`src/rtl/hacd_pkg.sv`:
```
// Shared definitions for the page decompressor.
// Contents:
//   - cache-line width default macro (HACD_AXI4_DATA_WIDTH)
//   - page geometry: LINES_PER_CHUNK, CHUNKS_PER_PAGE, MIN_ZERO_CHUNKS
//   - decomp_state_e FSM state encoding
//   - debug_decompressor debug bundle
//   - popcount4 / state_after_write helpers used by the FSM
`ifndef HACD_AXI4_DATA_WIDTH
`define HACD_AXI4_DATA_WIDTH 512
`endif

package hacd_pkg;

    localparam int unsigned LINES_PER_CHUNK = 16;
    localparam int unsigned CHUNKS_PER_PAGE = 4;
    localparam int unsigned MIN_ZERO_CHUNKS = 3;
    localparam int unsigned LINES_PER_PAGE  = LINES_PER_CHUNK * CHUNKS_PER_PAGE;
    localparam int unsigned DBG_PTR_WIDTH   = 6;

    typedef enum logic [3:0] {
        StIdle      = 4'd0,
        StMetaRd    = 4'd1,
        StMetaWait  = 4'd2,
        StCheck     = 4'd3,
        StZeroWr    = 4'd4,
        StDataRd    = 4'd5,
        StDataWait  = 4'd6,
        StDataWr    = 4'd7,
        StDrainRd   = 4'd8,
        StDrainWait = 4'd9,
        StDone      = 4'd10,
        StFmtErr    = 4'd11,
        StBusErr    = 4'd12
    } decomp_state_e;

    typedef struct packed {
        decomp_state_e              state;
        logic [6:0]                 line_cnt;
        logic [3:0]                 chunk_vec;
        logic                       outstanding;
        logic [DBG_PTR_WIDTH-1:0]   rd_ptr;
    } debug_decompressor;

    function automatic logic [2:0] popcount4(input logic [3:0] v);
        logic [2:0] c;
        c = '0;
        for (int i = 0; i < 4; i++) begin
            c = c + {2'b00, v[i]};
        end
        return c;
    endfunction

    // Where to go once a line has been written and the count has advanced to cnt.
    // An all-zero page still carries 16 trailing data lines, which must be drained.
    function automatic decomp_state_e state_after_write(input logic [6:0] cnt,
                                                        input logic [3:0] vec);
        if (cnt == 7'(LINES_PER_PAGE)) begin
            return (vec == 4'hF) ? StDrainRd : StDone;
        end
        return vec[cnt[5:4]] ? StZeroWr : StDataRd;
    endfunction

endpackage

```
`src/rtl/decompressor.sv`:
```
// Page decompressor: reads one compressed page (metadata line + 16 data lines)
// from a read FIFO and writes the 64-line expanded page to a write FIFO.
// Ports:
//   clk_i, rst_i            clock, asynchronous active-high reset
//   decomp_start            level request to expand one page
//   rdfifo_empty, rd_req    read FIFO status / one-cycle read request
//   rd_data, rd_rresp,
//   rd_valid                returned line, response code (0 = OK), valid
//   wrfifo_full, wr_req,
//   wr_data                 write FIFO status / registered write strobe and line
//   decomp_done             page finished, held while decomp_start stays high
//   format_err, bus_err     sticky error flags, cleared only by reset
//   debug_decomp            state, line count, chunk vector, outstanding, read pointer
module decompressor
    import hacd_pkg::*;
#(
    parameter int unsigned FIFO_PTR_WIDTH = 6,
    parameter int unsigned DATA_WIDTH     = `HACD_AXI4_DATA_WIDTH
) (
    input  logic                  clk_i,
    input  logic                  rst_i,
    input  logic                  decomp_start,
    input  logic                  rdfifo_empty,
    output logic                  rd_req,
    input  logic [DATA_WIDTH-1:0] rd_data,
    input  logic [1:0]            rd_rresp,
    input  logic                  rd_valid,
    input  logic                  wrfifo_full,
    output logic                  wr_req,
    output logic [DATA_WIDTH-1:0] wr_data,
    output logic                  decomp_done,
    output logic                  format_err,
    output logic                  bus_err,
    output debug_decompressor     debug_decomp
);

    decomp_state_e           state_q, state_d;
    logic [6:0]              line_cnt_q, line_cnt_d;
    logic [3:0]              drain_cnt_q, drain_cnt_d;
    logic [3:0]              chunk_vec_q, chunk_vec_d;
    logic [DATA_WIDTH-1:0]   hold_q, hold_d;
    logic                    wr_req_q, wr_req_d;
    logic [DATA_WIDTH-1:0]   wr_data_q, wr_data_d;
    logic                    done_q, done_d;
    logic                    fmt_err_q, fmt_err_d;
    logic                    bus_err_q, bus_err_d;
    logic [FIFO_PTR_WIDTH-1:0] rd_ptr_q;
    logic [6:0]              line_cnt_inc;

    assign line_cnt_inc = line_cnt_q + 7'd1;

    always_comb begin
        state_d     = state_q;
        line_cnt_d  = line_cnt_q;
        drain_cnt_d = drain_cnt_q;
        chunk_vec_d = chunk_vec_q;
        hold_d      = hold_q;
        wr_req_d    = 1'b0;
        wr_data_d   = '0;
        done_d      = 1'b0;
        fmt_err_d   = fmt_err_q;
        bus_err_d   = bus_err_q;
        rd_req      = 1'b0;

        unique case (state_q)
            StIdle: begin
                if (decomp_start && !rdfifo_empty) begin
                    state_d     = StMetaRd;
                    line_cnt_d  = '0;
                    drain_cnt_d = '0;
                    chunk_vec_d = '0;
                end
            end
            StMetaRd: begin
                if (!rdfifo_empty) begin
                    rd_req  = 1'b1;
                    state_d = StMetaWait;
                end
            end
            StMetaWait: begin
                if (rd_valid) begin
                    if (rd_rresp != 2'd0) begin
                        state_d   = StBusErr;
                        bus_err_d = 1'b1;
                    end else begin
                        chunk_vec_d = rd_data[3:0];
                        state_d     = StCheck;
                    end
                end
            end
            StCheck: begin
                if (popcount4(chunk_vec_q) < 3'(MIN_ZERO_CHUNKS)) begin
                    state_d   = StFmtErr;
                    fmt_err_d = 1'b1;
                end else begin
                    state_d = chunk_vec_q[line_cnt_q[5:4]] ? StZeroWr : StDataRd;
                end
            end
            StZeroWr: begin
                if (!wrfifo_full) begin
                    wr_req_d   = 1'b1;
                    line_cnt_d = line_cnt_inc;
                    state_d    = state_after_write(line_cnt_inc, chunk_vec_q);
                end
            end
            StDataRd: begin
                if (!rdfifo_empty) begin
                    rd_req  = 1'b1;
                    state_d = StDataWait;
                end
            end
            StDataWait: begin
                if (rd_valid) begin
                    if (rd_rresp != 2'd0) begin
                        state_d   = StBusErr;
                        bus_err_d = 1'b1;
                    end else begin
                        hold_d  = rd_data;
                        state_d = StDataWr;
                    end
                end
            end
            StDataWr: begin
                if (!wrfifo_full) begin
                    wr_req_d   = 1'b1;
                    wr_data_d  = hold_q;
                    line_cnt_d = line_cnt_inc;
                    state_d    = state_after_write(line_cnt_inc, chunk_vec_q);
                end
            end
            StDrainRd: begin
                if (!rdfifo_empty) begin
                    rd_req  = 1'b1;
                    state_d = StDrainWait;
                end
            end
            StDrainWait: begin
                if (rd_valid) begin
                    if (rd_rresp != 2'd0) begin
                        state_d   = StBusErr;
                        bus_err_d = 1'b1;
                    end else begin
                        drain_cnt_d = drain_cnt_q + 4'd1;
                        state_d     = (drain_cnt_q == 4'd15) ? StDone : StDrainRd;
                    end
                end
            end
            StDone: begin
                done_d  = decomp_start;
                state_d = decomp_start ? StDone : StIdle;
            end
            StFmtErr: state_d = StFmtErr;
            StBusErr: state_d = StBusErr;
            default:  state_d = StIdle;
        endcase
    end

    always_ff @(posedge clk_i or posedge rst_i) begin
        if (rst_i) begin
            state_q     <= StIdle;
            line_cnt_q  <= '0;
            drain_cnt_q <= '0;
            chunk_vec_q <= '0;
            hold_q      <= '0;
            wr_req_q    <= 1'b0;
            wr_data_q   <= '0;
            done_q      <= 1'b0;
            fmt_err_q   <= 1'b0;
            bus_err_q   <= 1'b0;
            rd_ptr_q    <= '0;
        end else begin
            state_q     <= state_d;
            line_cnt_q  <= line_cnt_d;
            drain_cnt_q <= drain_cnt_d;
            chunk_vec_q <= chunk_vec_d;
            hold_q      <= hold_d;
            wr_req_q    <= wr_req_d;
            wr_data_q   <= wr_data_d;
            done_q      <= done_d;
            fmt_err_q   <= fmt_err_d;
            bus_err_q   <= bus_err_d;
            if (rd_req) begin
                rd_ptr_q <= rd_ptr_q + 1'b1;
            end
        end
    end

    assign wr_req      = wr_req_q;
    assign wr_data     = wr_data_q;
    assign decomp_done = done_q;
    assign format_err  = fmt_err_q;
    assign bus_err     = bus_err_q;

    assign debug_decomp.state       = state_q;
    assign debug_decomp.line_cnt    = line_cnt_q;
    assign debug_decomp.chunk_vec   = chunk_vec_q;
    assign debug_decomp.outstanding = (state_q == StMetaWait) || (state_q == StDataWait) ||
                                      (state_q == StDrainWait);
    assign debug_decomp.rd_ptr      = DBG_PTR_WIDTH'(rd_ptr_q);

endmodule
```
`config.mk`:
```
export PLATFORM = sky130hd
export DESIGN_NAME = decompressor
export DESIGN_NICKNAME = d
export VERILOG_FILES = /design/src/rtl/hacd_pkg.sv /design/src/rtl/decompressor.sv
export SDC_FILE = /design/constraint.sdc
export NUM_CORES = 2
export LEC_CHECK = 0
export BUFFER_PORTS_ARGS = -buffer_cell sky130_fd_sc_hd__buf_2
export CORE_AREA = 2 2 416 418
export CTS_CLUSTER_SIZE = 8
export DETAILED_ROUTE_END_ITERATION = 7
export DIE_AREA = 0 0 418 420
export RECOVER_POWER = 100
export SKIP_CTS_REPAIR_TIMING = 1
export SYNTH_ARGS = -nofsm -noshare
export SYNTH_HDL_FRONTEND = slang
export SYNTH_SLANG_ARGS = --single-unit
```
`constraint.sdc`:
```
create_clock -name clk_i -period 38.4 [get_ports clk_i]
set_input_delay 3.84 -clock clk_i [delete_from_list [all_inputs] [get_ports clk_i]]
set_output_delay 3.84 -clock clk_i [all_outputs]
set_load 0.01 [all_outputs]
```
==> reports/metrics.json <==
{
  "status": {"value": "complete, but fails checks"},
  "failing_checks": {"value": "capacitance limit, slew limit"},
  "final.hold.worst_slack": {"value": 0.4497, "unit": "ns"},
  "worst_ir_drop_vdd": {"value": 0.00004284, "unit": "V"},
  "routed_wl": {"value": 126.6, "unit": "mm"},
  "syn_avg_cell_area": {"value": 15.66, "unit": "um^2"},
  "crit_path_end_kind": {"value": "async pin"},
  "clk-insertion-delay-late": {"value": 0.80, "unit": "ns"},
  "final-max-slew-violation-count": {"value": 2076},
  "ff2ff_setup_slack": {"value": 22.90, "unit": "ns"},
  "power.leakage": {"value": 23.83, "unit": "nW"},
  "area_delta_synth_final": {"value": 30.73, "unit": "%"},
  "clk_root_buffer_cell": {"value": "clkbuf_16"},
  "cts_buffer_depth": {"value": 3},
  "final-setup-viol-count": {"value": 0},
  "sum_of_net_half_perimeters_after_detailed_placement": {"value": 95.59, "unit": "mm"},
  "setup-tns-final": {"value": 0, "unit": "ns"},
  "clock_sink_count": {"value": 1053},
  "powerDensity": {"value": 63.12, "unit": "nW/um^2"},
  "fp.coreArea": {"value": 171000, "unit": "um^2"},
  "initial_utilization": {"value": 21.63, "unit": "%"},
  "synthCells": {"value": 2362},
  "fin_worst_skew": {"value": 0.04553, "unit": "ns"},
  "hold_path_class": {"value": "reg2reg"},
  "arrival": {"value": 19.92, "unit": "ns"},
  "hold_path_depth": {"value": 1},
  "muxShareOfSynthArea": {"value": 15.83, "unit": "%"},
  "timing.fmax": {"value": 0.05234, "unit": "GHz"},
  "synth_top_flop_cell": {"value": "dfrtp_1"},
  "synth-compound-area-share": {"value": 0.9608, "unit": "%"},
  "ant_nets": {"value": 0},
  "syn_area": {"value": 36980, "unit": "um^2"},
  "period_minus_slack": {"value": 19.11, "unit": "ns"},
  "rsz0062_at_grt": {"value": "no"},
  "synthDistinctLibCells": {"value": 58},
  "synth_adder_area_share": {"value": 0.2571, "unit": "%"},
  "synth-edff-count": {"value": 0},
  "cts_htree_levels": {"value": 4},
  "grt_overflow_total": {"value": 0},
  "worst_slew_pin_tran": {"value": 9.175, "unit": "ns"},
  "die_w": {"value": 418, "unit": "um"},
  "synthSimpleGateAreaFrac": {"value": 9.919, "unit": "%"},
  "crit_start_category": {"value": "input port"},
  "grt_pass1_vias": {"value": 24050},
  "grt_start_max_net_pins": {"value": 180},
  "yosysSeqAreaShare": {"value": 71.25, "unit": "%"},
  "floorplan.die_area": {"value": 175600, "unit": "um^2"},
  "numCtsBuffers": {"value": 154},
  "timing.final.crit_share": {"value": 49.75, "unit": "%"},
  "vias": {"value": 23180},
  "floorplan.rows": {"value": 152},
  "track_usage": {"value": 14.02, "unit": "%"},
  "whs_endpoint": {"value": "wr_data[455]"},
  "xor_and_xnor_area_share_after_synthesis": {"value": 0.2605, "unit": "%"},
  "ys_warn_count": {"value": 0},
  "rr_worst_depth": {"value": 7},
  "synthArstFlopShare": {"value": 100.0, "unit": "%"},
  "initial_drt_pass_iterations": {"value": 5},
  "cts_tree": {"value": "yes"},
  "number_of_antenna_violations_at_the_first_check_in_global_routing": {"value": 67},
  "detail_route.wl_per_cell": {"value": 21.94, "unit": "um"},
  "critical_path.reg2reg.endpoint": {"value": "hold_q[349]"},
  "finalNetCount": {"value": 4008},
  "die_h": {"value": 420, "unit": "um"},
  "viasPerCell": {"value": 4.018},
  "holdCritStartpoint": {"value": "hold_q[455]"},
  "clk_pin_slew": {"value": 0.05, "unit": "ns"},
  "path_class": {"value": "in2async"},
  "largest_family_of_logic_cells_by_synthesized_area": {"value": "multiplexers"},
  "first_iter_violations": {"value": 1295},
  "io_buffer_count": {"value": 1058},
  "cap_violations": {"value": 27},
  "synth-seq-cells": {"value": 1053},
  "first_pass_grt_wire_length": {"value": 175.6, "unit": "mm"},
  "drcViolationCount": {"value": 0},
  "required": {"value": 39.22, "unit": "ns"},
  "final_layout_size_suffix_gt1_share": {"value": 33.51, "unit": "%"},
  "place_congestion": {"value": 0.8777},
  "critical_path_peak_fanout": {"value": 131},
  "finalHoldViolations": {"value": 0},
  "reg2reg_from": {"value": "state_q[1]"},
  "max_slew_margin": {"value": -511.7, "unit": "%"},
  "io-pin-count": {"value": 1059},
  "synth_fp_nets": {"value": 2889}
}
[stage by stage]
stage / cell area [um^2] / instances / total power, mW / worst slack, ns / util (%)
floorplan: 36980 / 2362 / 1.716 / 4.921 / -
CTS: 49120 / 5742 / 3.096 / 29.90 / 28.73
global placement: 44770 / 5558 / 1.825 / 29.19 / 26.19
global route: 48330 / 5762 / 3.207 / 15.82 / 28.27
detailed placement: 44770 / 5558 / 1.847 / 29.08 / 26.19
finish: 48350 / 5770 / 3.052 / 19.29 / 28.28
[critical path, stage by stage]
cell,delay (ns)
buf_2,0.10
clkinvlp_2,3.23
clkbuf_1,1.49
clkbuf_1,2.11
clkbuf_1,2.58
clkbuf_1,2.50
clkbuf_1,2.83
buf_4,0.90
[cells in the mapped netlist (2+ instances only)]
cell | number | share of area [%]
mux2_1 | 46 | 1.4
nor2b_1 | 6 | 0.10
nand2_1 | 18 | 0.18
nand2b_1 | 7 | 0.12
a22o_1 | 3 | 0.071
or3_1 | 2 | 0.034
nand4_2 | 2 | 0.068
xor2_1 | 8 | 0.19
clkbuf_1 | 60 | 0.61
buf_2 | 60 | 0.81
xnor2_1 | 3 | 0.071
dfrtp_1 | 1053 | 71
nor2_1 | 15 | 0.15
o21ai_0 | 15 | 0.20
o211ai_1 | 3 | 0.061
mux2_2 | 470 | 14
mux4_2 | 2 | 0.12
or3b_2 | 2 | 0.047
ha_1 | 6 | 0.20
nor3_1 | 2 | 0.027
a211o_1 | 2 | 0.047
nand3_1 | 6 | 0.081
inv_1 | 8 | 0.081
nand4bb_1 | 2 | 0.061
a21oi_1 | 7 | 0.095
nand4_1 | 4 | 0.068
and3_1 | 3 | 0.051
and2_1 | 513 | 8.7
or2_2 | 4 | 0.068
a2bb2oi_1 | 2 | 0.047
[sequential cells by signal, indices dropped and copies added, names as in the netlist]
| name | cells |
|---|---|
| drain_cnt_q | 4 |
| hold_q | 512 |
| wr_data | 512 |
| chunk_vec_q | 4 |
| state_q | 4 |
| line_cnt_q | 7 |
| wr_req | 1 |
| format_err | 1 |
| rd_ptr_q | 6 |
| decomp_done | 1 |
| bus_err | 1 |
[worst max-delay path by stage]
stage           from      endpoint  depth (start not counted)
2_1_floorplan  rst_i       bus_err                          1
3_3_place_gp   rst_i   hold_q[395]                          8
3_5_place_dp   rst_i   hold_q[394]                          8
4_1_cts        rst_i  wr_data[388]                          8
5_1_grt        rst_i  wr_data[363]                          7
6_report       rst_i  wr_data[316]                          8
[final cells by class]
| type | instances | area (um^2) |
|---|---|---|
| clock inverters | 21 | 416.7 |
| inverters | 9 | 35.03 |
| diodes | 28 | 70.07 |
| flip-flops and latches | 1053 | 26350 |
| repair buffers | 1084 | 4717 |
| fillers | 17620 | 122600 |
| multi-input cells | 1179 | 10040 |
| clock buffers | 163 | 3928 |
| well taps | 2233 | 2794 |
[logic make-up after synthesis]
logic type	Yosys count
simple gates	594
mux	518
fa+ha+maj	7
buf+inv	130
xor+xnor	11
compound gates	49
flops	1053
[cells in the final DEF (no fill, tap or decap), drive strengths merged, types with 2 or more instances in the layout]
cell / netlist / final
a211o: 2 / 2
buf: 61 / 516
o211ai: 3 / 3
mux4: 2 / 2
clkinvlp: 0 / 4
dfrtp: 1053 / 1053
or2: 4 / 4
nand3: 6 / 6
nand2: 18 / 18
nand2b: 7 / 7
nor2b: 6 / 6
a2bb2oi: 2 / 2
nand4bb: 2 / 2
or3b: 3 / 3
a22o: 3 / 3
clkbuf: 60 / 731
and3: 3 / 3
nand4: 6 / 6
nor2: 16 / 16
clkinv: 0 / 17
mux2: 516 / 516
a21oi: 7 / 7
or3: 2 / 2
nor3: 3 / 3
and2: 513 / 513
diode: 0 / 28
ha: 6 / 6
xnor2: 3 / 3
inv: 9 / 9
o21ai: 15 / 15
xor2: 8 / 8
[layer usage]
layer | part of all wire (%) | routed length, um | vias to the layer above | global-route usage [%]
met3 | 8.4 | 10570 | 291 | 5.508
met5 | 0.10 | 126 | - | 0
met1 | 39 | 49300 | 11950 | 16.54
met2 | 48 | 60720 | 874 | 21.94
met4 | 4.6 | 5862 | 20 | 7.440
li1 | - | - | 10050 | -
[where the power goes]
group	total (mW)	switching (mW)	internal (mW)
clock network	1.23	0.500	0.726
logic	0.352	0.141	0.211
registers	1.47	0.126	1.35
No activity file was read; power rests on OpenSTA's default activity.
